[src/rtl/apb_mon_pkg.sv]
// rtl/apb_mon_pkg.sv - shared types, violation indices and width helper for the APB monitor
// Purpose: common definitions imported by apb_protocol_monitor and its bench.
// Contents: state_t (IDLE/ACCESS), violation bit indices, NUM_VIOL, min_width().
package apb_mon_pkg;

    typedef enum logic {
        IDLE   = 1'b0,
        ACCESS = 1'b1
    } state_t;

    localparam int V_MULTI_SEL        = 0;
    localparam int V_ENABLE_NO_SETUP  = 1;
    localparam int V_NO_ENABLE        = 2;
    localparam int V_UNSTABLE         = 3;
    localparam int V_TIMEOUT          = 4;
    localparam int V_SLVERR_STRAY     = 5;
    localparam int V_SEL_DROP         = 6;
    localparam int NUM_VIOL           = 7;

    // ceil(log2(n)), never below 1 so a single-slave bus still gets a 1-bit index
    function automatic int min_width(input int n);
        int r;
        r = 0;
        while ((1 << r) < n) begin
            r = r + 1;
        end
        return (r < 1) ? 1 : r;
    endfunction

endpackage

[src/rtl/apb_mon_sat_counter.sv]
// rtl/apb_mon_sat_counter.sv - saturating event counter with synchronous clear
// Purpose: counts inc pulses, sticking at all-ones.
// Ports: clk, rst (sync active-high), clr (sync clear, beats inc), inc, count[W-1:0].
module apb_mon_sat_counter #(
    parameter int W = 16
) (
    input  logic         clk,
    input  logic         rst,
    input  logic         clr,
    input  logic         inc,
    output logic [W-1:0] count
);

    always_ff @(posedge clk) begin
        if (rst) begin
            count <= '0;
        end else if (clr) begin
            count <= '0;
        end else if (inc && (count != '1)) begin
            count <= count + W'(1);
        end
    end

endmodule

[src/rtl/apb_protocol_monitor.sv]
// rtl/apb_protocol_monitor.sv - passive APB3 protocol monitor with transfer reports and stats
// Purpose: watches one APB segment, flags protocol violations (pulse + sticky),
//          reports each completed transfer and keeps saturating rd/wr/slverr counts.
// Ports: pclk/preset (sync active-high); APB inputs psel, penable, pwrite, paddr,
//        pwdata, prdata, pready, pslverr; clr clears sticky bits and counters;
//        viol_pulse/viol_sticky; txn_* transfer report; wr/rd/err_count.
module apb_protocol_monitor
    import apb_mon_pkg::*;
#(
    parameter  int ADDR_WIDTH     = 8,
    parameter  int DATA_WIDTH     = 16,
    parameter  int NUM_SLAVES     = 2,
    parameter  int TIMEOUT_CYCLES = 16,
    parameter  int COUNT_WIDTH    = 16,
    localparam int SEL_W          = min_width(NUM_SLAVES),
    localparam int WAIT_W         = min_width(TIMEOUT_CYCLES + 1)
) (
    input  logic                   pclk,
    input  logic                   preset,
    input  logic [NUM_SLAVES-1:0]  psel,
    input  logic                   penable,
    input  logic                   pwrite,
    input  logic [ADDR_WIDTH-1:0]  paddr,
    input  logic [DATA_WIDTH-1:0]  pwdata,
    input  logic [DATA_WIDTH-1:0]  prdata,
    input  logic                   pready,
    input  logic                   pslverr,
    input  logic                   clr,
    output logic [NUM_VIOL-1:0]    viol_pulse,
    output logic [NUM_VIOL-1:0]    viol_sticky,
    output logic                   txn_valid,
    output logic                   txn_write,
    output logic [ADDR_WIDTH-1:0]  txn_addr,
    output logic [DATA_WIDTH-1:0]  txn_data,
    output logic                   txn_slverr,
    output logic [SEL_W-1:0]       txn_sel_idx,
    output logic [WAIT_W-1:0]      txn_waits,
    output logic [COUNT_WIDTH-1:0] wr_count,
    output logic [COUNT_WIDTH-1:0] rd_count,
    output logic [COUNT_WIDTH-1:0] err_count
);

    state_t                  r_state;
    logic [NUM_SLAVES-1:0]   r_sel;
    logic [ADDR_WIDTH-1:0]   r_addr;
    logic                    r_write;
    logic [DATA_WIDTH-1:0]   r_wdata;
    logic [WAIT_W-1:0]       r_waits;

    state_t                  w_next;
    logic                    w_multi;
    logic                    w_onehot;
    logic                    w_start;
    logic                    w_complete;
    logic [WAIT_W-1:0]       w_waits_inc;
    logic [NUM_VIOL-1:0]     w_viol;
    logic [SEL_W-1:0]        w_sel_idx;

    // Clearing the lowest set bit leaves something only if two or more bits were set.
    assign w_multi     = (psel & (psel - NUM_SLAVES'(1))) != '0;
    assign w_onehot    = (psel != '0) && !w_multi;
    assign w_waits_inc = r_waits + WAIT_W'(1);

    always_comb begin
        w_next     = r_state;
        w_start    = 1'b0;
        w_complete = 1'b0;
        w_viol     = '0;
        w_viol[V_MULTI_SEL] = w_multi;
        case (r_state)
            IDLE: begin
                if ((psel != '0) && penable) begin
                    w_viol[V_ENABLE_NO_SETUP] = 1'b1;
                end else if (w_onehot) begin
                    w_start = 1'b1;
                    w_next  = ACCESS;
                end
            end
            ACCESS: begin
                w_next = IDLE;
                if (psel == '0) begin
                    w_viol[V_SEL_DROP] = 1'b1;
                end else if (!penable) begin
                    // Missing enable right after setup is its own class; dropping it
                    // while waiting means the bus changed under a live transfer.
                    if (r_waits == '0) begin
                        w_viol[V_NO_ENABLE] = 1'b1;
                    end else begin
                        w_viol[V_UNSTABLE] = 1'b1;
                    end
                end else if (w_multi || (psel != r_sel) || (paddr != r_addr) ||
                             (pwrite != r_write) || (r_write && (pwdata != r_wdata))) begin
                    w_viol[V_UNSTABLE] = 1'b1;
                end else if (pready) begin
                    w_complete = 1'b1;
                end else if (w_waits_inc == WAIT_W'(TIMEOUT_CYCLES)) begin
                    w_viol[V_TIMEOUT] = 1'b1;
                end else begin
                    w_next = ACCESS;
                end
            end
            default: w_next = IDLE;
        endcase
        w_viol[V_SLVERR_STRAY] = pslverr && !w_complete;
    end

    always_comb begin
        w_sel_idx = '0;
        for (int i = 0; i < NUM_SLAVES; i++) begin
            if (r_sel[i]) begin
                w_sel_idx = SEL_W'(i);
            end
        end
    end

    always_ff @(posedge pclk) begin
        if (preset) begin
            r_state     <= IDLE;
            r_sel       <= '0;
            r_addr      <= '0;
            r_write     <= 1'b0;
            r_wdata     <= '0;
            r_waits     <= '0;
            viol_pulse  <= '0;
            viol_sticky <= '0;
            txn_valid   <= 1'b0;
            txn_write   <= 1'b0;
            txn_addr    <= '0;
            txn_data    <= '0;
            txn_slverr  <= 1'b0;
            txn_sel_idx <= '0;
            txn_waits   <= '0;
        end else begin
            r_state <= w_next;
            if (w_start) begin
                r_sel   <= psel;
                r_addr  <= paddr;
                r_write <= pwrite;
                r_wdata <= pwdata;
                r_waits <= '0;
            end else if ((r_state == ACCESS) && (w_next == ACCESS)) begin
                r_waits <= w_waits_inc;
            end
            viol_pulse  <= w_viol;
            viol_sticky <= clr ? '0 : (viol_sticky | w_viol);
            txn_valid   <= w_complete;
            if (w_complete) begin
                txn_write   <= r_write;
                txn_addr    <= r_addr;
                txn_data    <= r_write ? r_wdata : prdata;
                txn_slverr  <= pslverr;
                txn_sel_idx <= w_sel_idx;
                txn_waits   <= r_waits;
            end
        end
    end

    apb_mon_sat_counter #(.W(COUNT_WIDTH)) u_wr_cnt (
        .clk(pclk), .rst(preset), .clr(clr), .inc(w_complete && r_write), .count(wr_count)
    );
    apb_mon_sat_counter #(.W(COUNT_WIDTH)) u_rd_cnt (
        .clk(pclk), .rst(preset), .clr(clr), .inc(w_complete && !r_write), .count(rd_count)
    );
    apb_mon_sat_counter #(.W(COUNT_WIDTH)) u_err_cnt (
        .clk(pclk), .rst(preset), .clr(clr), .inc(w_complete && pslverr), .count(err_count)
    );

endmodule

[config.mk]
export PLATFORM = sky130hd
export DESIGN_NAME = apb_protocol_monitor
export DESIGN_NICKNAME = d
export VERILOG_FILES = /design/src/rtl/apb_mon_pkg.sv /design/src/rtl/apb_mon_sat_counter.sv /design/src/rtl/apb_protocol_monitor.sv
export SDC_FILE = /design/constraint.sdc
export NUM_CORES = 1
export LEC_CHECK = 0
export BUFFER_PORTS_ARGS = -buffer_cell sky130_fd_sc_hd__buf_2
export CAP_MARGIN = 10
export CORE_MARGIN = 1
export CORE_UTILIZATION = 48
export DETAILED_ROUTE_END_ITERATION = 10
export PLACE_DENSITY = 0.69
export SYNTH_ARGS = -nofsm -noshare
export SYNTH_HDL_FRONTEND = slang
export SYNTH_HIERARCHICAL = 1
export SYNTH_SLANG_ARGS = --single-unit
[constraint.sdc]
create_clock -name pclk -period 3.25 [get_ports pclk]
set_input_delay 0 -clock pclk [delete_from_list [all_inputs] [get_ports pclk]]
set_output_delay 0 -clock pclk [all_outputs]
set_load 0.005 [all_outputs]
After elaboration in Yosys (flattened, before gate mapping)
Index checks and enable logic that the tools add are counted.
- register bits: 128
- bits of input ports: 49
- memories: 0
- output and inout port bits: 95
- memory bits (writable): 0
- bits in read-only memories: 0
- bits in latches: 0
- logic and storage cells: 89
- $add $sub $neg: 5
- bitwise logic cells: 3
- div/mod/pow operators: 0
- reductions and logical operators: 24
- muxes and demuxes: 31
- equality and inequality tests: 8
- $mul: 0
- shift operators: 0
- $lt $le $gt $ge: 0
- operators by type and width (cell ; count):
    adder 16 x 1 -> 16 bit (second input constant) ; 3
    inequality test 16 bit (second input constant) ; 3
    2-to-1 mux 1 bit ; 27
    2-to-1 mux 16 bit ; 1
    inequality test 16 bit ; 1
    logical AND 1 bit ; 11
    inequality test 8 bit ; 1
    bitwise OR 7 bit ; 1
    2-to-1 mux 3 bit ; 2
    adder 5 x 1 -> 5 bit (second input constant) ; 1
    == test 5 bit (second input constant) ; 1
    zero test 5 bit ; 1
    logical OR 1 bit ; 4
    nonzero test 2 bit ; 2
    OR reduction 2 bit ; 2
    zero test 1 bit ; 3
    bitwise AND 2 bit ; 1
    zero test 2 bit ; 1
    inequality test 2 bit ; 1
    one-hot mux 1 bit (2 select lines) ; 1
    subtractor 2 x 1 -> 2 bit (second input constant) ; 1
    inequality test 1 bit ; 1
    NOT 1 bit ; 1

Logic depth before layout (Yosys ltp)
- word-level depth: 14
- depth in mapped cells: 14
- depth with buffers taken out: 11

By module
The synthesis kept the hierarchy.
- modules (own cells, without submodules) (module ; seq. area each (um2) ; cells an instance ; area an instance (um2) ; times used):
    apb_protocol_monitor ; 1601.5 ; 410 ; 3623.5 ; 1
    apb_mon_sat_counter ; 320.3 ; 102 ; 917.1 ; 3

Worst setup path after synthesis
Ideal clock, no wire load.
- kind: reg-to-reg
- start: register r_state
- end: register u_rd_cnt.count[12]
- data arrival time: 2.453 ns
- path buffers: 3
- stages on the path, launching flop included: 12
- setup time: 0.091 ns
- slack: 0.706 ns
- period minus slack after synthesis: 2.544 ns
- required time: 3.159 ns
- path through: dfxtp_1 nor2b_1 and2_1 clkbuf_1 nand4_1 clkbuf_1 nor2_1 and4_4 and3_1 buf_4 a31oi_1 a311oi_1
- word-level cells in the longest chain between the ends: 3
- RTL lines (item ; line ; RTL):
    from (decl) ; apb_protocol_monitor.sv:43 ; state_t r_state;
    from (signal assigned) ; apb_protocol_monitor.sv:134 ; r_state <= w_next;
    2-to-1 mux 1 bit ; apb_protocol_monitor.sv:70 ; case (r_state)
    logical AND 1 bit ; apb_protocol_monitor.sv:162 ; .clk(pclk), .rst(preset), .clr(clr), .inc(w_complete && !r_write), .count(rd_count)
    logical AND 1 bit ; apb_mon_sat_counter.sv:19 ; end else if (inc && (count != '1)) begin
    to (signal assigned) ; apb_mon_sat_counter.sv:20 ; count <= count + W'(1);
    to (decl) ; apb_mon_sat_counter.sv:11 ; output logic [W-1:0] count
Every way passes these cells.
A chain may end at the register's enable or synchronous reset.

Worst setup path in the final report
- start: input psel[0]
- end: register u_err_cnt.count[9]
- word-level cells in the longest chain between the ends: 13
- elaborated cells between the ends (all ways): 15
- those cells by class: add/sub: 1; eq/ne: 1; mux: 4; bitwise: 1; reduce/logical: 8
- RTL lines (item ; line ; RTL):
    from (decl) ; apb_protocol_monitor.sv:20 ; input logic [NUM_SLAVES-1:0] psel,
    subtractor 2 x 1 -> 2 bit ; apb_protocol_monitor.sv:60 ; assign w_multi = (psel & (psel - NUM_SLAVES'(1))) != '0;
    bitwise AND 2 bit (*) ; apb_protocol_monitor.sv:60 ;
    nonzero test 2 bit (*) ; apb_protocol_monitor.sv:60 ;
    net w_multi ; apb_protocol_monitor.sv:51 ; logic w_multi;
    logical OR 1 bit (*) (3 in series) ; apb_protocol_monitor.sv:91 ; end else if (w_multi || (psel != r_sel) || (paddr != r_addr) ||
    logical OR 1 bit (*) ; apb_protocol_monitor.sv:92 ; (pwrite != r_write) || (r_write && (pwdata != r_wdata))) begin
    2-to-1 mux 1 bit (*) ; apb_protocol_monitor.sv:91 ;
    2-to-1 mux 1 bit (*) ; apb_protocol_monitor.sv:83 ; end else if (!penable) begin
    2-to-1 mux 1 bit (*) ; apb_protocol_monitor.sv:81 ; if (psel == '0) begin
    2-to-1 mux 1 bit (*) ; apb_protocol_monitor.sv:70 ;
    logical AND 1 bit (*) ; apb_protocol_monitor.sv:165 ; .clk(pclk), .rst(preset), .clr(clr), .inc(w_complete && pslverr), .count(err_count)
    logical AND 1 bit (*) ; apb_mon_sat_counter.sv:19 ;
    to (signal assigned) ; apb_mon_sat_counter.sv:20 ;
    to (decl) ; apb_mon_sat_counter.sv:11 ;
Mark *: on every way through the listed nets, which the timed path passes. The rest lies on a longest branch.

==> flow_results.org <==
** Yosys
- Most used flip-flop cell after synthesis :: dfxtp_1
- Dividing the synthesized area by the synthesized cell count gives 8.90 sq um.
- Unique masters post-synth :: 60
- Async set-reset flop share out of synthesis :: 0%
- Netlist area before placement :: around 6400 sq um
- Of the total synthesized cell area, the portion taken by full adders, half adders and majority gates is 1.37%.
- Combinational family with the most area after synthesis :: simple AND/OR/NAND/NOR gates
- Multiplexer share of the synthesized area :: 5.50%
- Count of state elements after synthesis :: 128
- Post-synth EDFFs :: 0
- Share of the synthesized area in the top cell type :: 40.2%
- Gate count of the mapped netlist :: just over 700
- Xor/xnor share of the synthesized area :: 3.71%
- Largest area contributor in the synthesized netlist :: dfxtp_1
- Net count of the mapped netlist :: ~770
- The synthesized netlist devotes 20.4% of its cell area to compound gates.
- Cell types with the largest area share after synthesis :: dfxtp_1, nand2_1, mux2i_1
- Of the total synthesized cell area, the portion taken by AND, OR, NAND and NOR gates is 24.0%.
- Sequential area share after synthesis :: 40.2%
- Synthesis Warnings :: 6

** Placement
- Summed over all nets, the half-perimeter wirelength after detailed placement is 12.1 mm.
- Post-Place Cell Area :: about 7000 sq um
- Timing analysis after detailed placement gives a worst setup slack of 577 ps.
- Number of placed cells counting well taps :: roughly 990
- At the end of routability-driven placement, the weighted congestion stood at 0.840.
- Buffers added on ports :: 143

** Critical path
- In this run the worst setup path begins at psel[0].
- The largest single stage delay on the critical path is about 540 ps.
- The critical path goes through dlygate4sd3_1 > buf_2 > ha_1 > nand2b_1 > nor4_1 > and4_1 > nand3_1 > inv_1 > and3_1 > nand3_1 > a211oi_1 > mux2i_1.
- Along the worst path, the maximum fanout reaches 6.
- Counting stages on the worst path, the most repeated cell is nand3_1.
- For the worst setup path, the data required time is 3600 ps.
- Critical Setup Path Class :: primary input to register
- The worst setup path is captured at a register.
- The worst register-to-register path begins at r_addr[1].
- STA classifies the critical path startpoint as a primary input.
- Depth of the worst register-to-register path :: 9
- The slowest stage of the critical path belongs to the cell dlygate4sd3_1.
- Endpoint of the most critical register-to-register path :: u_err_cnt/count[9]
- STA puts the critical path data arrival time at 3110 ps.
- For flop-to-flop paths, the worst setup slack is 510 ps.
- In this run the worst setup path terminates at u_err_cnt/count[9].

** STA
- After layout, the worst setup slack is between 400 and 500 ps.
- Number of max-slew violations in the final report :: 0
- Worst-margin pin slew :: ~1100 ps
- The total count of hold-check failures in the final report was 0.
- Clock skew on the completed layout was measured at about 9.4 ps.
- Setup violations remaining at the end of the flow were counted as 0.
- For the final routed database, the setup TNS stands at 0 ps.
- The routed design could run at a clock period as short as about 2800 ps.
- Final cycle utilization of the critical path :: 85.2%
- Final hold analysis gives a worst-case slack of 8.74 ps.
- Normalized max-slew margin :: 29.0%
- Max Clock Freq :: 361 MHz
- Setup repair after global routing left no endpoint under its margin.

** Route
- Antenna-violating nets left :: 0
- Via density :: about 5.8
- 1st-iter DRT viols :: 453
- The first detailed-routing pass took 5 iterations.
- The final route contains 6164 vias.
- Final routed DRC violation total :: 0
- For this block, the routed nets add up to 17.6 mm of wire.
- In the final routed layout, each cell accounts on average for 16.5 microns.

** Floorplan
- I/O pin cnt :: 144
- The die is 117 microns tall.
- The floorplan step defined a die boundary enclosing 13700 sq um.
- The region available for standard cell placement spans 12800 sq um.
- The initialized floorplan defines 41 standard-cell rows.
- Width of the die :: 117 microns
- Starting density of the core :: 49.9%

** Finish
- Summing all non-filler instances in the final layout gives an area of 8100 sq um.
- At the end of the flow, the number of nets in the layout was 934.
- Number of fill cells :: 1078
- The top cell types in the final layout, fill and taps aside, are buf_2, dfxtp_1, nand2_1.
- Share of post-route cells with drive strength above 1 :: 25.7%
- Measured on the finished design, the core utilization comes to 63.4%.
- ANT cells :: 0
- For this run, the number of standard cells in the final layout without fillers is 1062.
- Area Growth Syn to Fin :: 27.1%
- Leaving out fill and tap cells, the most frequent cell in the layout is buf_2.
- The multi-input combinational cells in the finished layout cover a total of 3510 sq um.
- The sequential cells in the finished layout cover a total of approximately 2600 sq um.

** Global route
- Total global-route track usage :: about a quarter
- The via count of the first global-routing pass is 5647.
- Entering global routing, the biggest net connects 63 pins.
- GRT Residual Overflow :: 0
- Initial antenna violation count :: 0
- The first global-routing pass estimated 27.8 mm of wire.

** Clocking
- Worst skew pair latency :: between 400 and 500 ps
- Clock edge transition at the registers on the reported setup and hold paths :: 60 ps
- CTS tree :: built
- Number of buffers inserted during clock tree synthesis :: 17
- Number of buffers between clock root and the deepest sink :: 2
- Clk Tree Root Cell :: clkbuf_16
- The clock tree synthesis step divided the H-tree into 4 levels.
- Counting every sink on the clock net gives 128.
- Post-cts resize count :: 0

** Hold path
- Worst min-delay path category :: primary input to register

** Pwr
- Across the VDD grid, the largest voltage drop is 0.387 mV.
- The design draws 3.89 mW.
- In this run the power density over the cells is 480 nW/um^2.
- Static Leak :: around 3.2 nW

** Flow run
- Number of max-cap violations :: 0

** Outcome
- Run status :: finished clean
-- worst max-delay path, delay by kind of cell --
family	cells	cell delay (ps)
simple gates	6	1440
buf+inv	3	850
compound gates	1	370
fa+ha+maj	1	230
mux	1	230
-- cell families after synthesis --
kind of cell / count (synthesis)
compound gates: 194
xor+xnor: 27
fa+ha+maj: 7
buf+inv: 57
flops: 128
mux: 35
simple gates: 268
-- state kept, by name, indices dropped and copies added, names as in the netlist, 2 cells and up --
signal / count
r_waits: 5
u_wr_cnt/count: 16
txn_waits: 5
r_wdata: 16
u_rd_cnt/count: 16
txn_data: 16
viol_sticky: 7
u_err_cnt/count: 16
viol_pulse: 7
txn_addr: 8
r_addr: 8
r_sel: 2
-- report_power, final --
part	leakage, nW	total [mW]	internal [mW]	switching [mW]
sequential	1.04	1.62	1.60	0.0251
combinational	1.90	0.310	0.131	0.179
clock	0.282	1.96	1.27	0.685
-- cell type report --
cell class	count	area share, %
clock buffers	20	5.39
multi-input cells	531	43.4
well taps	172	2.66
clock inverters	11	2.04
inverters	9	0.417
repair buffers	191	14.5
flip-flops and latches	128	31.6
-- worst min path at each step --
| stage | slack, ps | depth (start not counted) | end | from |
|---|---|---|---|---|
| floorplan | 80 | 1 | viol_sticky[2] | clr |
| global placement | 260 | 3 | r_wdata[4] | pwdata[4] |
| detailed placement | 270 | 3 | r_addr[2] | paddr[2] |
| CTS | 2 | 3 | txn_data[5] | prdata[5] |
| global route | 10 | 3 | txn_data[11] | prdata[11] |
| finish | 9 | 3 | txn_data[11] | prdata[11] |
-- cells in the mapped netlist, types with 4 or more instances --
library cell / number
xor2_1: 11
nor3_4: 4
a311oi_1: 13
buf_2: 4
dfxtp_1: 128
and2_1: 8
nand2b_1: 7
nand4_1: 16
mux2i_1: 35
ha_1: 7
and3_4: 6
buf_4: 6
and3_1: 10
inv_1: 9
nand3_1: 34
or3_2: 9
nor2_1: 11
o21ai_1: 22
or3_1: 12
a31oi_1: 31
nor4_1: 8
nand2_1: 98
buf_1: 5
and2_2: 6
nor3_1: 13
xnor2_1: 16
clkbuf_1: 23
o21ai_0: 12
a211oi_1: 10
o21a_1: 5
a2111o_1: 6
a311oi_2: 6
a21oi_1: 67
buf_6: 7
-- layer usage --
layer	vias up	part of all wire [%]	global-route usage (%)	wire (microns)
li1	2983	-	-	-
met2	206	47	41.9	8320
met3	31	5.5	6.59	973
met4	0	2.3	10.8	409
met1	2944	45	33.4	7850
met5	-	0	0	0
-- repair_timing --
action                                 4_1_cts  5_1_grt
buffers inserted                             0        0
endpoints found under the hold margin       39        2
hold buffers                                37        2
setup endpoints to repair                    0        0
No activity file was read; power rests on OpenSTA's default activity.
